### config.mk
export PLATFORM = sky130hd
export DESIGN_NAME = branch_predictor
export DESIGN_NICKNAME = d
export VERILOG_FILES = /design/src/rtl/branch_predictor.sv
export SDC_FILE = /design/constraint.sdc
export NUM_CORES = 2
export LEC_CHECK = 0
export CAP_MARGIN = 20
export CORE_MARGIN = 8
export CORE_UTILIZATION = 60
export CTS_BUF_LIST = sky130_fd_sc_hd__clkbuf_4 sky130_fd_sc_hd__clkbuf_8
export DETAILED_ROUTE_END_ITERATION = 12
export DONT_BUFFER_PORTS = 1
export GPL_TIMING_DRIVEN = 0
export HOLD_SLACK_MARGIN = 0.12
export PLACE_DENSITY = 0.76
export SKIP_CTS_REPAIR_TIMING = 1
export SYNTH_ARGS = -nofsm -noshare
export SYNTH_HDL_FRONTEND = slang
export SYNTH_SLANG_ARGS = --single-unit
export TNS_END_PERCENT = 5
### constraint.sdc
create_clock -name clk -period 6.45 [get_ports clk]
set_input_delay 1.29 -clock clk [delete_from_list [all_inputs] [get_ports clk]]
set_output_delay 1.29 -clock clk [all_outputs]
set_load 0.01 [all_outputs]
### src/rtl/branch_predictor.sv
// Direct-mapped branch target buffer with 2-bit saturating counters.
// Fetch lookup is combinational; execute-stage resolution detects
// mispredictions, produces the redirect PC and updates one entry per cycle.
module branch_predictor #(
    parameter int unsigned INDEX_BITS = 4,
    parameter int unsigned WIDTH      = 32
) (
    input  logic             clk,
    input  logic             rst_n,
    input  logic [WIDTH-1:0] PCF,
    input  logic             ValidE,
    input  logic             BranchE,
    input  logic             TakenE,
    input  logic [WIDTH-1:0] PCE,
    input  logic [WIDTH-1:0] TargetE,
    input  logic             PredTakenE,
    input  logic [WIDTH-1:0] PredTargetE,
    output logic             PredTakenF,
    output logic [WIDTH-1:0] PredTargetF,
    output logic             flushBranch,
    output logic [WIDTH-1:0] PCCorrectE,
    output logic [31:0]      mispredict_count
);

    localparam int unsigned ENTRIES = 2 ** INDEX_BITS;
    localparam int unsigned TAG_W   = WIDTH - INDEX_BITS - 2;

    logic             valid_q  [ENTRIES];
    logic             valid_d  [ENTRIES];
    logic [TAG_W-1:0] tag_q    [ENTRIES];
    logic [TAG_W-1:0] tag_d    [ENTRIES];
    logic [WIDTH-1:0] target_q [ENTRIES];
    logic [WIDTH-1:0] target_d [ENTRIES];
    logic [1:0]       ctr_q    [ENTRIES];
    logic [1:0]       ctr_d    [ENTRIES];
    logic [31:0]      mispredict_count_q;
    logic [31:0]      mispredict_count_d;

    logic [INDEX_BITS-1:0] idx_f;
    logic [TAG_W-1:0]      tag_f;
    logic                  hit_f;
    logic [INDEX_BITS-1:0] idx_e;
    logic [TAG_W-1:0]      tag_e;
    logic                  hit_e;

    // Fetch lookup: reads registered table only, so same-cycle updates are not visible
    always_comb begin
        idx_f       = PCF[INDEX_BITS+1:2];
        tag_f       = PCF[WIDTH-1:INDEX_BITS+2];
        hit_f       = valid_q[idx_f] && (tag_q[idx_f] == tag_f);
        PredTakenF  = hit_f && ctr_q[idx_f][1];
        PredTargetF = PredTakenF ? target_q[idx_f] : PCF + WIDTH'(4);
    end

    // Misprediction detection and redirect PC for the execute-stage slot
    always_comb begin
        flushBranch = 1'b0;
        if (ValidE) begin
            if (BranchE) begin
                flushBranch = (TakenE != PredTakenE) ||
                              (TakenE && (TargetE != PredTargetE));
            end else begin
                flushBranch = PredTakenE;
            end
        end
        PCCorrectE = (BranchE && TakenE) ? TargetE : PCE + WIDTH'(4);
    end

    // Next-state for the table entry addressed by PCE and the mispredict counter
    always_comb begin
        valid_d  = valid_q;
        tag_d    = tag_q;
        target_d = target_q;
        ctr_d    = ctr_q;
        idx_e    = PCE[INDEX_BITS+1:2];
        tag_e    = PCE[WIDTH-1:INDEX_BITS+2];
        hit_e    = valid_q[idx_e] && (tag_q[idx_e] == tag_e);

        if (ValidE && BranchE) begin
            if (hit_e) begin
                if (TakenE) begin
                    ctr_d[idx_e]    = (ctr_q[idx_e] == 2'b11) ? 2'b11 : ctr_q[idx_e] + 2'd1;
                    target_d[idx_e] = TargetE;
                end else begin
                    ctr_d[idx_e]    = (ctr_q[idx_e] == 2'b00) ? 2'b00 : ctr_q[idx_e] - 2'd1;
                end
            end else if (TakenE) begin
                valid_d[idx_e]  = 1'b1;
                tag_d[idx_e]    = tag_e;
                target_d[idx_e] = TargetE;
                ctr_d[idx_e]    = 2'b10;
            end
        end else if (ValidE && PredTakenE && hit_e) begin
            // Non-branch predicted taken: drop the aliased entry
            valid_d[idx_e] = 1'b0;
        end

        mispredict_count_d = mispredict_count_q;
        if (flushBranch && (mispredict_count_q != 32'hFFFF_FFFF)) begin
            mispredict_count_d = mispredict_count_q + 32'd1;
        end
    end

    // State registers; reset clears valid/ctr/count and discards any same-cycle update
    always_ff @(posedge clk) begin
        if (!rst_n) begin
            for (int i = 0; i < ENTRIES; i++) begin
                valid_q[i] <= 1'b0;
                ctr_q[i]   <= 2'b01;
            end
            mispredict_count_q <= 32'd0;
        end else begin
            valid_q            <= valid_d;
            tag_q              <= tag_d;
            target_q           <= target_d;
            ctr_q              <= ctr_d;
            mispredict_count_q <= mispredict_count_d;
        end
    end

    assign mispredict_count = mispredict_count_q;

endmodule

==> out/summary.md <==
* finished with violations — outcome
* negative setup slack — violated checks
* 28.9% — share of post-route cells with drive strength above 1
* sky130_fd_sc_hd__clkbuf_1 — Crit path top cell by count
* 292 um — chip height
* 1008 — Yosys reg bits
* 16.4 nW — leakage power summed over all cells
* 0.0756 mm2 — core box area
* 23 — pin count of the biggest net entering global routing
* 8 — number of antenna violations at the first check in global routing
* 0 — Yosys warnings
* 1080 ps — slew of the pin with the lowest slew margin
* sky130_fd_sc_hd__edfxtp_1, sky130_fd_sc_hd__mux4_2, sky130_fd_sc_hd__dfxtp_1 — top cells by area in the synthesized netlist
* 101 — Core Rows
* 0.285 mV — IR Drop Worst-Case VDD
* sky130_fd_sc_hd__edfxtp_1 — post-synth top area cell
* 4 — Max H-tree Level
* 11 — r2r worst-path depth
* 10 — maximum fanout count along the critical path
* 206000 um — first-pass GRT wire length
* 830 ps — clock insertion delay at the later pin of the skew report
* 147000 um — total detailed-routing wirelength
* 7.23 — Vias per Instance
* 161 — clock buffer count from CTS
* 50 ps — Worst-path clk slew
* 0.209% — Post-Synth Adder-Cell Area
* 4977 — Filler Cells Inserted
* 0% — Async S/R FF share, synth
* -2630 ps — final total negative setup slack
* flop to flop — classification of the worst-slack hold path
* 21.0% — mux cell area share after synthesis
* 64.6% — portion of the post-synthesis area used by sequential elements
* 0 — Overflow after GRT
* 0 — remaining design rule violation count
* 0.0456 mm2 — post-synthesis instance area
* primary input — startpoint types
* 103% — fin crit share
* 34.1% — Total Routing Usage GR
* 770 ps — Slowest Stage Delay on Critical Path
* 5350 ps — worst endpoint data arrival time
* 37.6 um — detailed-route wire length per cell
* output port — sort of element at the end of the critical path
* 292 um — horizontal die dimension
* 232 — I/O pin total
* 17.5 um2 — syn_area_per_cell
* 2602 — Mapped Cells
* 2742 — synthesized netlist net count
* 0 — number of antenna-violating nets in the routed design
* 265 mW/mm2 — power density cells
* sky130_fd_sc_hd__clkbuf_1 — cell type of the slowest stage on the worst timing path
* 13.6 mW — total power
* 7 — Pre-antenna DRT Iters
* 0.0851 mm2 — total die area
* 61.1% — portion of synthesized cell area occupied by the leading cell type
* 0 — number of max-cap violations
* 928 — EDFF count, synth
* 0 — final hold viol count
* 45.6 ps — final setup skew
* 3 — number of buffers on the longest clock path
* 0 — count of buffers inserted at the top-level ports
* 151 MHz — maximum clock rate
* 3.58% — synthesized-area fraction occupied by ao, oa, aoi and oai cells
* -194 ps — post-layout worst setup margin
* 3918 — final std cells w/o fill
* 27.1% — worst slew margin relative to its limit
* 28.1k — vias in the first global route
* 12.2% — area added between synthesis and finish
* primary input to output port — classification of the worst setup path
* 31 — setup-violating endpoint count in the final report
* sky130_fd_sc_hd__clkbuf_8 — Root Buffer
* 6640 ps — clock period minus worst slack
* 2 — Hold Path Cell Cnt
* 2945 — number of nets in the layout
* 102000 um — detailed placer's ending HPWL
* 3614 — cell total after placement
* multiplexers — dominant combinational cell family by area after synthesis
* done — CTS tree
* 5.00% — area fraction in and, or, nand and nor cells after synthesis
* 60.3% — starting density of the core
* 0.944 — RePlAce Congestion
* 5160 ps — required time at the endpoint of the critical path
* clkbuf_1 > clkbuf_1 > buf_1 > nand3_1 > nor2_1 > nand2_1 > xnor2_1 > mux2_2 — critical path, cell by cell
* 1008 — number of clock sinks
* sky130_fd_sc_hd__edfxtp_1 — Post-synth top flop
* 3.40% — Post-Synth XOR/XNOR Area
* 0 — count of final max-slew check failures
* 67.7% — final cell utilization of the core
* 62 — number of distinct library cells after synthesis
* 4402 — DR iter-0 viols
* 28.3k — routed vias
* -1200 ps — pre-CTS WS
==> cells in the final DEF, fill, tap and decap left out, types with 11 or more instances in the layout <==
master and count:
sky130_fd_sc_hd__edfxtp_1 928, sky130_fd_sc_hd__mux4_2 351, sky130_fd_sc_hd__clkbuf_8 164, sky130_fd_sc_hd__nand2_1 135, sky130_fd_sc_hd__mux2i_1 119, sky130_fd_sc_hd__xor2_1 97, sky130_fd_sc_hd__xnor2_1 80, sky130_fd_sc_hd__dfxtp_1 80
sky130_fd_sc_hd__nor2_1 76, sky130_fd_sc_hd__clkbuf_1 66, sky130_fd_sc_hd__clkbuf_4 58, sky130_fd_sc_hd__nand3_1 56, sky130_fd_sc_hd__clkinv_1 48, sky130_fd_sc_hd__o21ai_0 43, sky130_fd_sc_hd__buf_2 36, sky130_fd_sc_hd__nand4_1 33
sky130_fd_sc_hd__nor2_4 32, sky130_fd_sc_hd__mux2_2 31, sky130_fd_sc_hd__and3_1 29, sky130_fd_sc_hd__a22oi_1 29, sky130_fd_sc_hd__a21oi_1 27, sky130_fd_sc_hd__buf_12 25, sky130_fd_sc_hd__a31oi_1 24, sky130_fd_sc_hd__clkinv_2 24
sky130_fd_sc_hd__nor2b_1 23, sky130_fd_sc_hd__clkbuf_2 19, sky130_fd_sc_hd__buf_6 17, sky130_fd_sc_hd__a211oi_1 17, sky130_fd_sc_hd__nor3_1 17, sky130_fd_sc_hd__nand2b_1 17, sky130_fd_sc_hd__o22ai_1 16, sky130_fd_sc_hd__a31o_2 16
sky130_fd_sc_hd__o31ai_1 16, sky130_fd_sc_hd__inv_1 15, sky130_fd_sc_hd__a21oi_2 15, sky130_fd_sc_hd__and2_1 13, sky130_fd_sc_hd__nor4_1 11
==> flip-flops by register name (all words and copies together), names as in the netlist, named ones only <==
signal and flops:
mispredict_count 32, ctr_q 32, target_q 512, tag_q 416
==> power breakdown <==
group | total (mW) | internal [mW] | leakage [nW] | switching (mW)
Clock | 5.37 | 2.74 | 1.66 | 2.63
Sequential | 7.18 | 7.16 | 8.99 | 0.0151
Combinational | 1.01 | 0.401 | 5.74 | 0.614
==> synth_stat cells, types with 4 or more instances <==
master / count
sky130_fd_sc_hd__o22ai_1: 16
sky130_fd_sc_hd__o21a_1: 4
sky130_fd_sc_hd__mux2_1: 9
sky130_fd_sc_hd__dfxtp_1: 80
sky130_fd_sc_hd__edfxtp_1: 928
sky130_fd_sc_hd__nand2_1: 135
sky130_fd_sc_hd__mux4_2: 351
sky130_fd_sc_hd__buf_6: 15
sky130_fd_sc_hd__a31oi_1: 24
sky130_fd_sc_hd__buf_1: 10
sky130_fd_sc_hd__nor2_1: 108
sky130_fd_sc_hd__nand3_1: 56
sky130_fd_sc_hd__mux2_2: 31
sky130_fd_sc_hd__mux2i_1: 119
sky130_fd_sc_hd__buf_2: 50
sky130_fd_sc_hd__ha_1: 6
sky130_fd_sc_hd__a22o_1: 8
sky130_fd_sc_hd__nor2b_1: 23
sky130_fd_sc_hd__a211oi_1: 17
sky130_fd_sc_hd__buf_8: 4
sky130_fd_sc_hd__clkbuf_1: 84
sky130_fd_sc_hd__and2_1: 12
sky130_fd_sc_hd__and3_1: 29
sky130_fd_sc_hd__nand4_1: 33
sky130_fd_sc_hd__o31ai_1: 16
sky130_fd_sc_hd__inv_1: 15
sky130_fd_sc_hd__and4_1: 7
sky130_fd_sc_hd__buf_4: 9
sky130_fd_sc_hd__a21oi_1: 32
sky130_fd_sc_hd__a22oi_1: 29
sky130_fd_sc_hd__o21ai_0: 47
sky130_fd_sc_hd__a31o_2: 16
sky130_fd_sc_hd__a21oi_2: 10
sky130_fd_sc_hd__nand2b_1: 17
sky130_fd_sc_hd__xnor2_1: 80
sky130_fd_sc_hd__a221oi_1: 9
sky130_fd_sc_hd__nor3_1: 19
sky130_fd_sc_hd__nor4_1: 14
sky130_fd_sc_hd__xor2_1: 97
==> final timing paths <==
path,startpoint,to,slack (ps)
setup / recovery,PCF[5],PredTargetF[19],-190
hold / removal,flop,flop,510
setup reg to reg,tag_q[33]$_DFFE_PP_,tag_q[137]$_DFFE_PP_,2070
hold reg to reg,flop,flop,510
==> cell families after synthesis <==
group / count (synthesis)
simple gates: 468
fa+ha+maj: 8
xor+xnor: 177
compound gates: 241
buf+inv: 188
flops: 1008
mux: 512
==> area by class of cell <==
class | instances | area (um2) | share of cell area [%]
clock inverters | 88 | 541 | 1.06
repair buffers | 42 | 846 | 1.65
diodes | 4 | 10.0 | 0.0196
well taps | 978 | 1220 | 2.39
plain buffers | 171 | 981 | 1.92
flip-flops and latches | 1008 | 29500 | 57.6
multi-input cells | 1406 | 15500 | 30.2
clock buffers | 206 | 2570 | 5.03
inverters | 15 | 56.3 | 0.110
==> per-layer routing <==
metal / GRT usage, % / vias to the layer above / wire (um)
met5: 0 / - / 109
met4: 19.2 / 8 / 9680
met3: 11.7 / 534 / 20200
met2: 53.3 / 2422 / 68400
met1: 41.7 / 14300 / 49000
li1: - / 11000 / -
==> metrics by stage <==
| step | hold slack, ps | instance area, um2 |
|---|---|---|
| 2_1_floorplan | 459 | 45600 |
| 3_3_place_gp | 474 | 46800 |
| 3_5_place_dp | 489 | 47800 |
| 4_1_cts | 494 | 50900 |
| 5_1_grt | 519 | 51200 |
| 6_report | 506 | 51200 |
==> worst max-delay path, delay by kind of cell <==
family                 cells  cell delay [ps]
multiplexers               1              300
buffers and inverters      3             2170
AND/OR/NAND/NOR            3             1180
XOR/XNOR                   1              380
Power figures use the tool's default switching activity.
